### config.mk
export PLATFORM = sky130hd
export DESIGN_NAME = multicycle_controller
export DESIGN_NICKNAME = d
export VERILOG_FILES = /design/src/rtl/riscv_ctrl_pkg.sv /design/src/rtl/instr_legal_chk.sv /design/src/rtl/multicycle_controller.sv
export SDC_FILE = /design/constraint.sdc
export NUM_CORES = 1
export LEC_CHECK = 0
export BUFFER_PORTS_ARGS = -buffer_cell sky130_fd_sc_hd__buf_2
export CAP_MARGIN = 20
export CORE_MARGIN = 2
export CORE_UTILIZATION = 51
export CTS_BUF_LIST = sky130_fd_sc_hd__clkbuf_8
export CTS_CLUSTER_SIZE = 28
export DETAILED_ROUTE_END_ITERATION = 10
export PLACE_DENSITY_LB_ADDON = 0.08
export REMOVE_ABC_BUFFERS = 1
export SETUP_SLACK_MARGIN = 0.02
export SLEW_MARGIN = 0
export SYNTH_ARGS = -nofsm -noshare
export SYNTH_HDL_FRONTEND = slang
export SYNTH_SLANG_ARGS = --single-unit
### constraint.sdc
create_clock -name clk -period 1.9 [get_ports clk]
set_clock_uncertainty 0.2 [all_clocks]
set_input_delay 0 -clock clk [delete_from_list [all_inputs] [get_ports clk]]
set_output_delay 0 -clock clk [all_outputs]
set_load 0.05 [all_outputs]
### src/rtl/riscv_ctrl_pkg.sv
// Shared types and encodings for the multicycle RV32I controller.
package riscv_ctrl_pkg;

    typedef enum logic [4:0] {
        S_FETCH,
        S_DECODE,
        S_MEMADR,
        S_MEMREAD,
        S_MEMWB,
        S_MEMWRITE,
        S_EXECR,
        S_EXECI,
        S_ALUWB,
        S_BRANCH,
        S_JAL,
        S_JALRA,
        S_JALRJ,
        S_LUI,
        S_AUIPC,
        S_MDEXEC,
        S_MDWB,
        S_TRAP
    } state_t;

    localparam logic [6:0] OP_LOAD   = 7'b0000011;
    localparam logic [6:0] OP_STORE  = 7'b0100011;
    localparam logic [6:0] OP_R      = 7'b0110011;
    localparam logic [6:0] OP_I      = 7'b0010011;
    localparam logic [6:0] OP_BRANCH = 7'b1100011;
    localparam logic [6:0] OP_JAL    = 7'b1101111;
    localparam logic [6:0] OP_JALR   = 7'b1100111;
    localparam logic [6:0] OP_LUI    = 7'b0110111;
    localparam logic [6:0] OP_AUIPC  = 7'b0010111;

    localparam logic [1:0] RES_ALUOUT = 2'b00;
    localparam logic [1:0] RES_RDATA  = 2'b01;
    localparam logic [1:0] RES_ALURES = 2'b10;
    localparam logic [1:0] RES_MD     = 2'b11;

    localparam logic [1:0] SRCA_PC    = 2'b00;
    localparam logic [1:0] SRCA_OLDPC = 2'b01;
    localparam logic [1:0] SRCA_RS1   = 2'b10;
    localparam logic [1:0] SRCA_ZERO  = 2'b11;

    localparam logic [1:0] SRCB_RS2  = 2'b00;
    localparam logic [1:0] SRCB_IMM  = 2'b01;
    localparam logic [1:0] SRCB_FOUR = 2'b10;

    localparam logic [1:0] ALUOP_ADD   = 2'b00;
    localparam logic [1:0] ALUOP_BR    = 2'b01;
    localparam logic [1:0] ALUOP_FUNCT = 2'b10;

    localparam logic [2:0] IMM_I = 3'b000;
    localparam logic [2:0] IMM_S = 3'b001;
    localparam logic [2:0] IMM_B = 3'b010;
    localparam logic [2:0] IMM_J = 3'b011;
    localparam logic [2:0] IMM_U = 3'b100;

    // Immediate format depends only on the opcode, so it is valid in every state.
    function automatic logic [2:0] imm_sel(input logic [6:0] op);
        case (op)
            OP_STORE:          return IMM_S;
            OP_BRANCH:         return IMM_B;
            OP_JAL:            return IMM_J;
            OP_LUI, OP_AUIPC:  return IMM_U;
            default:           return IMM_I;
        endcase
    endfunction

endpackage

### src/rtl/instr_legal_chk.sv
// Combinational legality check of the latched instruction fields.
module instr_legal_chk
    import riscv_ctrl_pkg::*;
#(
    parameter bit M_EXT = 1'b0
) (
    input  logic [6:0] op,
    input  logic [2:0] funct3,
    input  logic       funct7b0,
    output logic       legal
);

    // Flag unknown opcodes and reserved funct3 encodings of known ones.
    always_comb begin
        legal = 1'b1;
        case (op)
            OP_LOAD:   legal = !(funct3 == 3'b011 || funct3 == 3'b110 || funct3 == 3'b111);
            OP_STORE:  legal = (funct3 <= 3'b010);
            OP_BRANCH: legal = !(funct3 == 3'b010 || funct3 == 3'b011);
            OP_R:      legal = !(funct7b0 && !M_EXT);
            OP_I, OP_JAL, OP_JALR, OP_LUI, OP_AUIPC: legal = 1'b1;
            default:   legal = 1'b0;
        endcase
    end

endmodule

### src/rtl/multicycle_controller.sv
// Multicycle RV32I control FSM: fetch/decode/execute over a shared memory
// with wait states, optional mul/div sequencing and illegal-instruction trap.
//
// state    | meaning
// FETCH    | read instruction; latch IR and PC+4 on ready
// DECODE   | read registers, branch target into ALUOut, dispatch
// MEMADR   | compute load/store address
// MEMREAD  | load access, wait for ready
// MEMWB    | write load data to register file
// MEMWRITE | store access, strobe on ready
// EXECR    | register-register ALU op
// EXECI    | register-immediate ALU op
// ALUWB    | write ALUOut to register file
// BRANCH   | compare, redirect PC if taken
// JAL      | PC <= target, ALUOut <= OldPC+4
// JALRA    | rs1+imm into ALUOut
// JALRJ    | PC <= ALUOut, ALUOut <= OldPC+4
// LUI      | 0+imm
// AUIPC    | OldPC+imm
// MDEXEC   | mul/div running, pulse start on entry
// MDWB     | write mul/div result
// TRAP     | illegal instruction, halted until reset
module multicycle_controller #(
    parameter bit MEM_WAIT_EN = 1'b1,
    parameter bit M_EXT       = 1'b0,
    parameter bit TRAP_EN     = 1'b1
) (
    input  logic       clk,
    input  logic       reset,
    input  logic [6:0] op,
    input  logic [2:0] funct3,
    input  logic       funct7b5,
    input  logic       funct7b0,
    input  logic       br_taken,
    input  logic       mem_ready,
    input  logic       md_done,
    output logic       mem_req,
    output logic       MemWrite,
    output logic       IRWrite,
    output logic       PCWrite,
    output logic       AdrSrc,
    output logic       RegWrite,
    output logic [1:0] ResultSrc,
    output logic [1:0] ALUSrcA,
    output logic [1:0] ALUSrcB,
    output logic [1:0] ALUOp,
    output logic [2:0] ImmSrc,
    output logic       md_start,
    output logic       illegal
);
    import riscv_ctrl_pkg::*;

    state_t state, next_state;
    logic   md_busy;
    logic   legal;
    logic   ready;
    logic   mem_req_s, mem_write_s, ir_write_s, pc_write_s, reg_write_s, md_start_s;

    // IR[30] is consumed by the downstream ALU decoder, not by this FSM.
    logic unused_funct7b5;
    assign unused_funct7b5 = funct7b5;

    assign ready = MEM_WAIT_EN ? mem_ready : 1'b1;

    instr_legal_chk #(.M_EXT(M_EXT)) u_legal (
        .op       (op),
        .funct3   (funct3),
        .funct7b0 (funct7b0),
        .legal    (legal)
    );

    // State register; md_busy marks MDEXEC cycles after the first so start pulses once.
    always_ff @(posedge clk or posedge reset) begin
        if (reset) begin
            state   <= S_FETCH;
            md_busy <= 1'b0;
        end else begin
            state   <= next_state;
            md_busy <= (state == S_MDEXEC) && (next_state == S_MDEXEC);
        end
    end

    // Next-state sequencing.
    always_comb begin
        next_state = state;
        case (state)
            S_FETCH:    if (ready) next_state = S_DECODE;
            S_DECODE: begin
                if (!legal) begin
                    next_state = TRAP_EN ? S_TRAP : S_FETCH;
                end else begin
                    case (op)
                        OP_LOAD, OP_STORE: next_state = S_MEMADR;
                        OP_R:              next_state = funct7b0 ? S_MDEXEC : S_EXECR;
                        OP_I:              next_state = S_EXECI;
                        OP_BRANCH:         next_state = S_BRANCH;
                        OP_JAL:            next_state = S_JAL;
                        OP_JALR:           next_state = S_JALRA;
                        OP_LUI:            next_state = S_LUI;
                        OP_AUIPC:          next_state = S_AUIPC;
                        default:           next_state = S_FETCH;
                    endcase
                end
            end
            S_MEMADR:   next_state = (op == OP_LOAD) ? S_MEMREAD : S_MEMWRITE;
            S_MEMREAD:  if (ready) next_state = S_MEMWB;
            S_MEMWB:    next_state = S_FETCH;
            S_MEMWRITE: if (ready) next_state = S_FETCH;
            S_EXECR, S_EXECI, S_JAL, S_JALRJ, S_LUI, S_AUIPC: next_state = S_ALUWB;
            S_ALUWB:    next_state = S_FETCH;
            S_BRANCH:   next_state = S_FETCH;
            S_JALRA:    next_state = S_JALRJ;
            S_MDEXEC:   if (md_done) next_state = S_MDWB;
            S_MDWB:     next_state = S_FETCH;
            S_TRAP:     next_state = S_TRAP;
            default:    next_state = S_FETCH;
        endcase
    end

    // Datapath selects and raw strobes per state.
    always_comb begin
        mem_req_s   = 1'b0;
        mem_write_s = 1'b0;
        ir_write_s  = 1'b0;
        pc_write_s  = 1'b0;
        reg_write_s = 1'b0;
        md_start_s  = 1'b0;
        AdrSrc      = 1'b0;
        ResultSrc   = RES_ALUOUT;
        ALUSrcA     = SRCA_PC;
        ALUSrcB     = SRCB_RS2;
        ALUOp       = ALUOP_ADD;
        illegal     = 1'b0;
        case (state)
            S_FETCH: begin
                mem_req_s  = 1'b1;
                ALUSrcB    = SRCB_FOUR;
                ResultSrc  = RES_ALURES;
                ir_write_s = ready;
                pc_write_s = ready;
            end
            S_DECODE: begin
                ALUSrcA = SRCA_OLDPC;
                ALUSrcB = SRCB_IMM;
            end
            S_MEMADR: begin
                ALUSrcA = SRCA_RS1;
                ALUSrcB = SRCB_IMM;
            end
            S_MEMREAD: begin
                mem_req_s = 1'b1;
                AdrSrc    = 1'b1;
            end
            S_MEMWB: begin
                ResultSrc   = RES_RDATA;
                reg_write_s = 1'b1;
            end
            S_MEMWRITE: begin
                mem_req_s   = 1'b1;
                AdrSrc      = 1'b1;
                mem_write_s = ready;
            end
            S_EXECR: begin
                ALUSrcA = SRCA_RS1;
                ALUSrcB = SRCB_RS2;
                ALUOp   = ALUOP_FUNCT;
            end
            S_EXECI: begin
                ALUSrcA = SRCA_RS1;
                ALUSrcB = SRCB_IMM;
                ALUOp   = ALUOP_FUNCT;
            end
            S_ALUWB: begin
                ResultSrc   = RES_ALUOUT;
                reg_write_s = 1'b1;
            end
            S_BRANCH: begin
                ALUSrcA    = SRCA_RS1;
                ALUSrcB    = SRCB_RS2;
                ALUOp      = ALUOP_BR;
                ResultSrc  = RES_ALUOUT;
                pc_write_s = br_taken;
            end
            S_JAL, S_JALRJ: begin
                ALUSrcA    = SRCA_OLDPC;
                ALUSrcB    = SRCB_FOUR;
                ResultSrc  = RES_ALUOUT;
                pc_write_s = 1'b1;
            end
            S_JALRA: begin
                ALUSrcA = SRCA_RS1;
                ALUSrcB = SRCB_IMM;
            end
            S_LUI: begin
                ALUSrcA = SRCA_ZERO;
                ALUSrcB = SRCB_IMM;
            end
            S_AUIPC: begin
                ALUSrcA = SRCA_OLDPC;
                ALUSrcB = SRCB_IMM;
            end
            S_MDEXEC: md_start_s = !md_busy;
            S_MDWB: begin
                ResultSrc   = RES_MD;
                reg_write_s = 1'b1;
            end
            S_TRAP:   illegal = 1'b1;
            default: ;
        endcase
    end

    // Strobes are masked by reset so an interrupted access drops without waiting for a clock.
    assign mem_req  = mem_req_s   & ~reset;
    assign MemWrite = mem_write_s & ~reset;
    assign IRWrite  = ir_write_s  & ~reset;
    assign PCWrite  = pc_write_s  & ~reset;
    assign RegWrite = reg_write_s & ~reset;
    assign md_start = md_start_s  & ~reset;
    assign ImmSrc   = imm_sel(op);

endmodule

==> key figures <==
Setup path
  – Arrival @ worst endpoint: between 1.5 and 2 ns
  – CP max FO: 8
  – Critical path, cell by cell: xor2_1 -> nand2b_1 -> a2111oi_2 -> buf_4
  – CP max stage delay: roughly 0.46 ns
  – Reg2reg end: state[0]$_DFF_PP0_
  – Crit path launch: state[3]$_DFF_PP0_
  – Register-to-Register Setup Slack: around 0.16 ns
  – Crit path kind: flop to primary output
  – Startpoint Class: flop
  – Worst setup EP type: primary output
  – R2R cell count: 6
  – Worst r2r src: state[2]$_DFF_PP0_
  – CP Data Required Time: 1.70 ns
  – Slowest cell on the critical path: dfrtp_2

Pwr
  – Sequential power share: 15.1%
  – Psw: 0.7173 mW
  – Switch share: between 50% and 60%
  – Logic pwr share: between 70 and 80%
  – P_int: 0.6353 mW
  – Peak VDD IR: 1.021 mV
  – Clock power frac: ~14%
  – LEAKAGE: between 0.6 and 0.7 nW
  – Power Dens Cells: a little under 1000 nW/um^2

Synth
  – Synth Flop Type: dfrtp_1
  – Post-synthesis cell type count: 50
  – Avg Cell Area, Syn: around 7 um^2
  – Post-synthesis sequential area ratio: between 10% and 20%
  – Post-synthesis async set-or-reset flop share: 100.0%
  – Synth warn: 0
  – Post-synth EDFFs: 0
  – #FFs+latches synth: 6
  – Cell count after synthesis: 142
  – Mapped Area: approximately 990 um^2

Floorplanning
  – Total core area: about 1800 um^2
  – Die X: between 40 and 50 um
  – I/O Pins: 36
  – Row count: 15
  – Die area: between 2000 and 2500 um^2
  – Die Ht: roughly 48 um
  – Starting density of the core: between 50% and 60%

Drt
  – WL/cell: roughly 15 um
  – Routed Antenna Nets: 0
  – Vias: about 1,300
  – Via density: around 6.2
  – Final WL: between 3000 and 4000 um
  – 1st-iter DRT viols: 57
  – DRT Pass-1 Iters: 5
  – Post-route DRC: 0

Timing
  – # setup viols final: 0
  – Worst-Margin Slew: 0.4095 ns
  – Period Utilization, post-route: roughly 97%
  – Achievable Freq: approximately 540 MHz
  – Min Hold Slack: approximately 0.074 ns
  – Final Hold Vio Count: 0
  – Slew headroom: 72.45%
  – Fin crit period: 1.840 ns
  – Unrepaired setup endpoints after global routing: true
  – Slew Limit Fails: 0

Clock tree
  – H-tree levels: 1
  – Latest clock arrival within the worst-skew pair: about 0.22 ns
  – Total clock sinks: 6
  – CTS Buffer Depth: 2
  – Number of buffers created by CTS: 3
  – Clk root buf: clkbuf_8
  – Clock transition at path regs: 0.04 ns
  – CTS tree: done

Global routing
  – Met3 usage: between 4 and 5%
  – GR met1 Demand/Resource: a little over two fifths
  – Initial antenna violation count: 0
  – GR peak layer: met1
  – Number of global-route vias before repair: between 1,000 and 1,500
  – Met2 Use GR: about two fifths
  – Grt ovf: 0
  – Largest net degree at the start of global routing: 17
  – Total GRT Usage: between 20% and 30%
  – First-pass GRT wire length: approximately 4600 um

Finish
  – Fin area: between 1000 and 1500 um^2
  – Antenna cell count: 0
  – Fill cells: around 130
  – Area Growth Syn to Fin: 40.43%
  – Fraction of layout cells with a size suffix above 1: approximately two fifths
  – Final Net Count: approximately 200

Placed design
  – GPL Wtd Cong: between 0.9 and 1
  – Port bufs: 34
  – Area of placed instances: 1219 um^2
  – DP HPWL: between 2000 and 2500 um

Hold path
  – Worst Hold Path EP: state[1]$_DFF_PP0_
  – Min-Delay Path Class: input port to flop
  – HP Start: op[6]
  – Hold path cells: 3

Flow run
  – Max-cap check violation count: 0

Outcome
  – Status: finished, final reports clean
how the worst max path moves through the flow:
stage          endpoint  slack, ns  depth (start not counted)
6_report       RegWrite       0.06                          4
5_1_grt        RegWrite     -0.002                          4
4_1_cts         mem_req       0.02                          5
3_5_place_dp    mem_req       0.09                          5
3_3_place_gp    mem_req       0.15                          5
2_1_floorplan  RegWrite      -1.76                          3
power by group through the flow:
| stage | registers [mW] | clock network [mW] | logic [mW] |
|---|---|---|---|
| detailed placement | 0.195 | 0 | 0.850 |
| global placement | 0.195 | 0 | 0.845 |
| finish | 0.205 | 0.187 | 0.961 |
| floorplan | 0.217 | 0 | 0.555 |
| global route | 0.208 | 0.197 | 1.01 |
| CTS | 0.196 | 0.187 | 0.880 |
cell usage after synthesis (3+ instances only):
master      n  area share, %
o21ai_0     4            2.0
nand2_1    11            4.2
nor2b_1     7            4.4
dfrtp_1     6             15
o21ai_1     5            2.5
nor4_1      4            2.5
nor2_1     12            4.5
and3_1      4            2.5
nor3_1     11            5.5
nand2b_1    7            4.4
buf_2       9            4.5
o22ai_1     3            1.9
a2111oi_0   3            2.6
nand3_1     5            2.5
a211oi_1    3            2.3
a21oi_1     5            2.5
cell usage in the layout, fill, tap and decap left out, drive strengths merged, types with 2 or more instances in the layout:
cell type	count
dfrtp	6
nand2b	9
nand3	5
nor3	12
a2111oi	3
nor2b	7
o22ai	3
clkbuf	4
a31oi	3
o31ai	2
o21ai	9
mux2i	2
nor2	12
nor4	4
nand2	12
buf	44
and2b	2
inv	4
xor2	2
a211oi	3
a21oi	5
dlygate4sd3	4
and3	4
critical path, delay by kind of cell (launching register included):
family                    cells  cell delay, ns
DFF                           1            0.46
AOI/OAI and AO/OA             1            0.36
buffers and inverters         1            0.26
xor gates and xnor gates      1            0.22
and+or+nand+nor               1            0.11
logic make-up (layout without fill, tap and decap cells):
family / after synthesis / after routing / share of synthesized area, %
xor+xnor: 3 / 3 / 2.645
compound gates: 40 / 40 / 28.84
buf+inv: 16 / 56 / 7.934
flops: 6 / 6 / 15.11
simple gates: 75 / 75 / 43.45
mux: 2 / 2 / 2.015
flip-flops by register name (all words and copies together) (netlist names):
name     count
md_busy      1
state        5
per-layer routing:
| metal | part of all wire (%) | vias to the layer above | routed length, um |
|---|---|---|---|
| li1 | - | 617 | - |
| met1 | 43 | 570 | 1355 |
| met2 | 45 | 91 | 1428 |
| met3 | 11 | 8 | 356 |
| met4 | 1.2 | 0 | 38 |
| met5 | 0 | - | 0 |
timing repair:
item / 4_1_cts / 5_1_grt
buffers inserted: 0 / 1
pin swaps: 0 / 1
hold buffers: 4 / 0
resized for setup: 8 / 23
endpoints found under the setup margin: 6 / 9
endpoints found under the hold margin: 9 / 0
cell type report:
type	count	area (um^2)	area share [%]
clock buffers	3	41.29	2.960
multi-input cells	120	827.0	59.28
well taps	25	31.28	2.242
inverters	4	15.01	1.076
repair buffers	49	326.6	23.41
flip-flops and latches	6	153.9	11.03
metrics by stage:
step | total power, mW | setup WS (ns) | instances | util [%] | TNS (ns)
floorplan | 0.7727 | -1.759 | 130 | - | -8.096
global placement | 1.041 | 0.1474 | 199 | 68.35 | 0
detailed placement | 1.045 | 0.08833 | 199 | 68.35 | 0
CTS | 1.262 | 0.02201 | 206 | 73.96 | 0
global route | 1.417 | -0.001793 | 207 | 78.25 | -0.001793
finish | 1.353 | 0.06006 | 207 | 78.25 | 0
No activity file was read; power rests on OpenSTA's default activity.
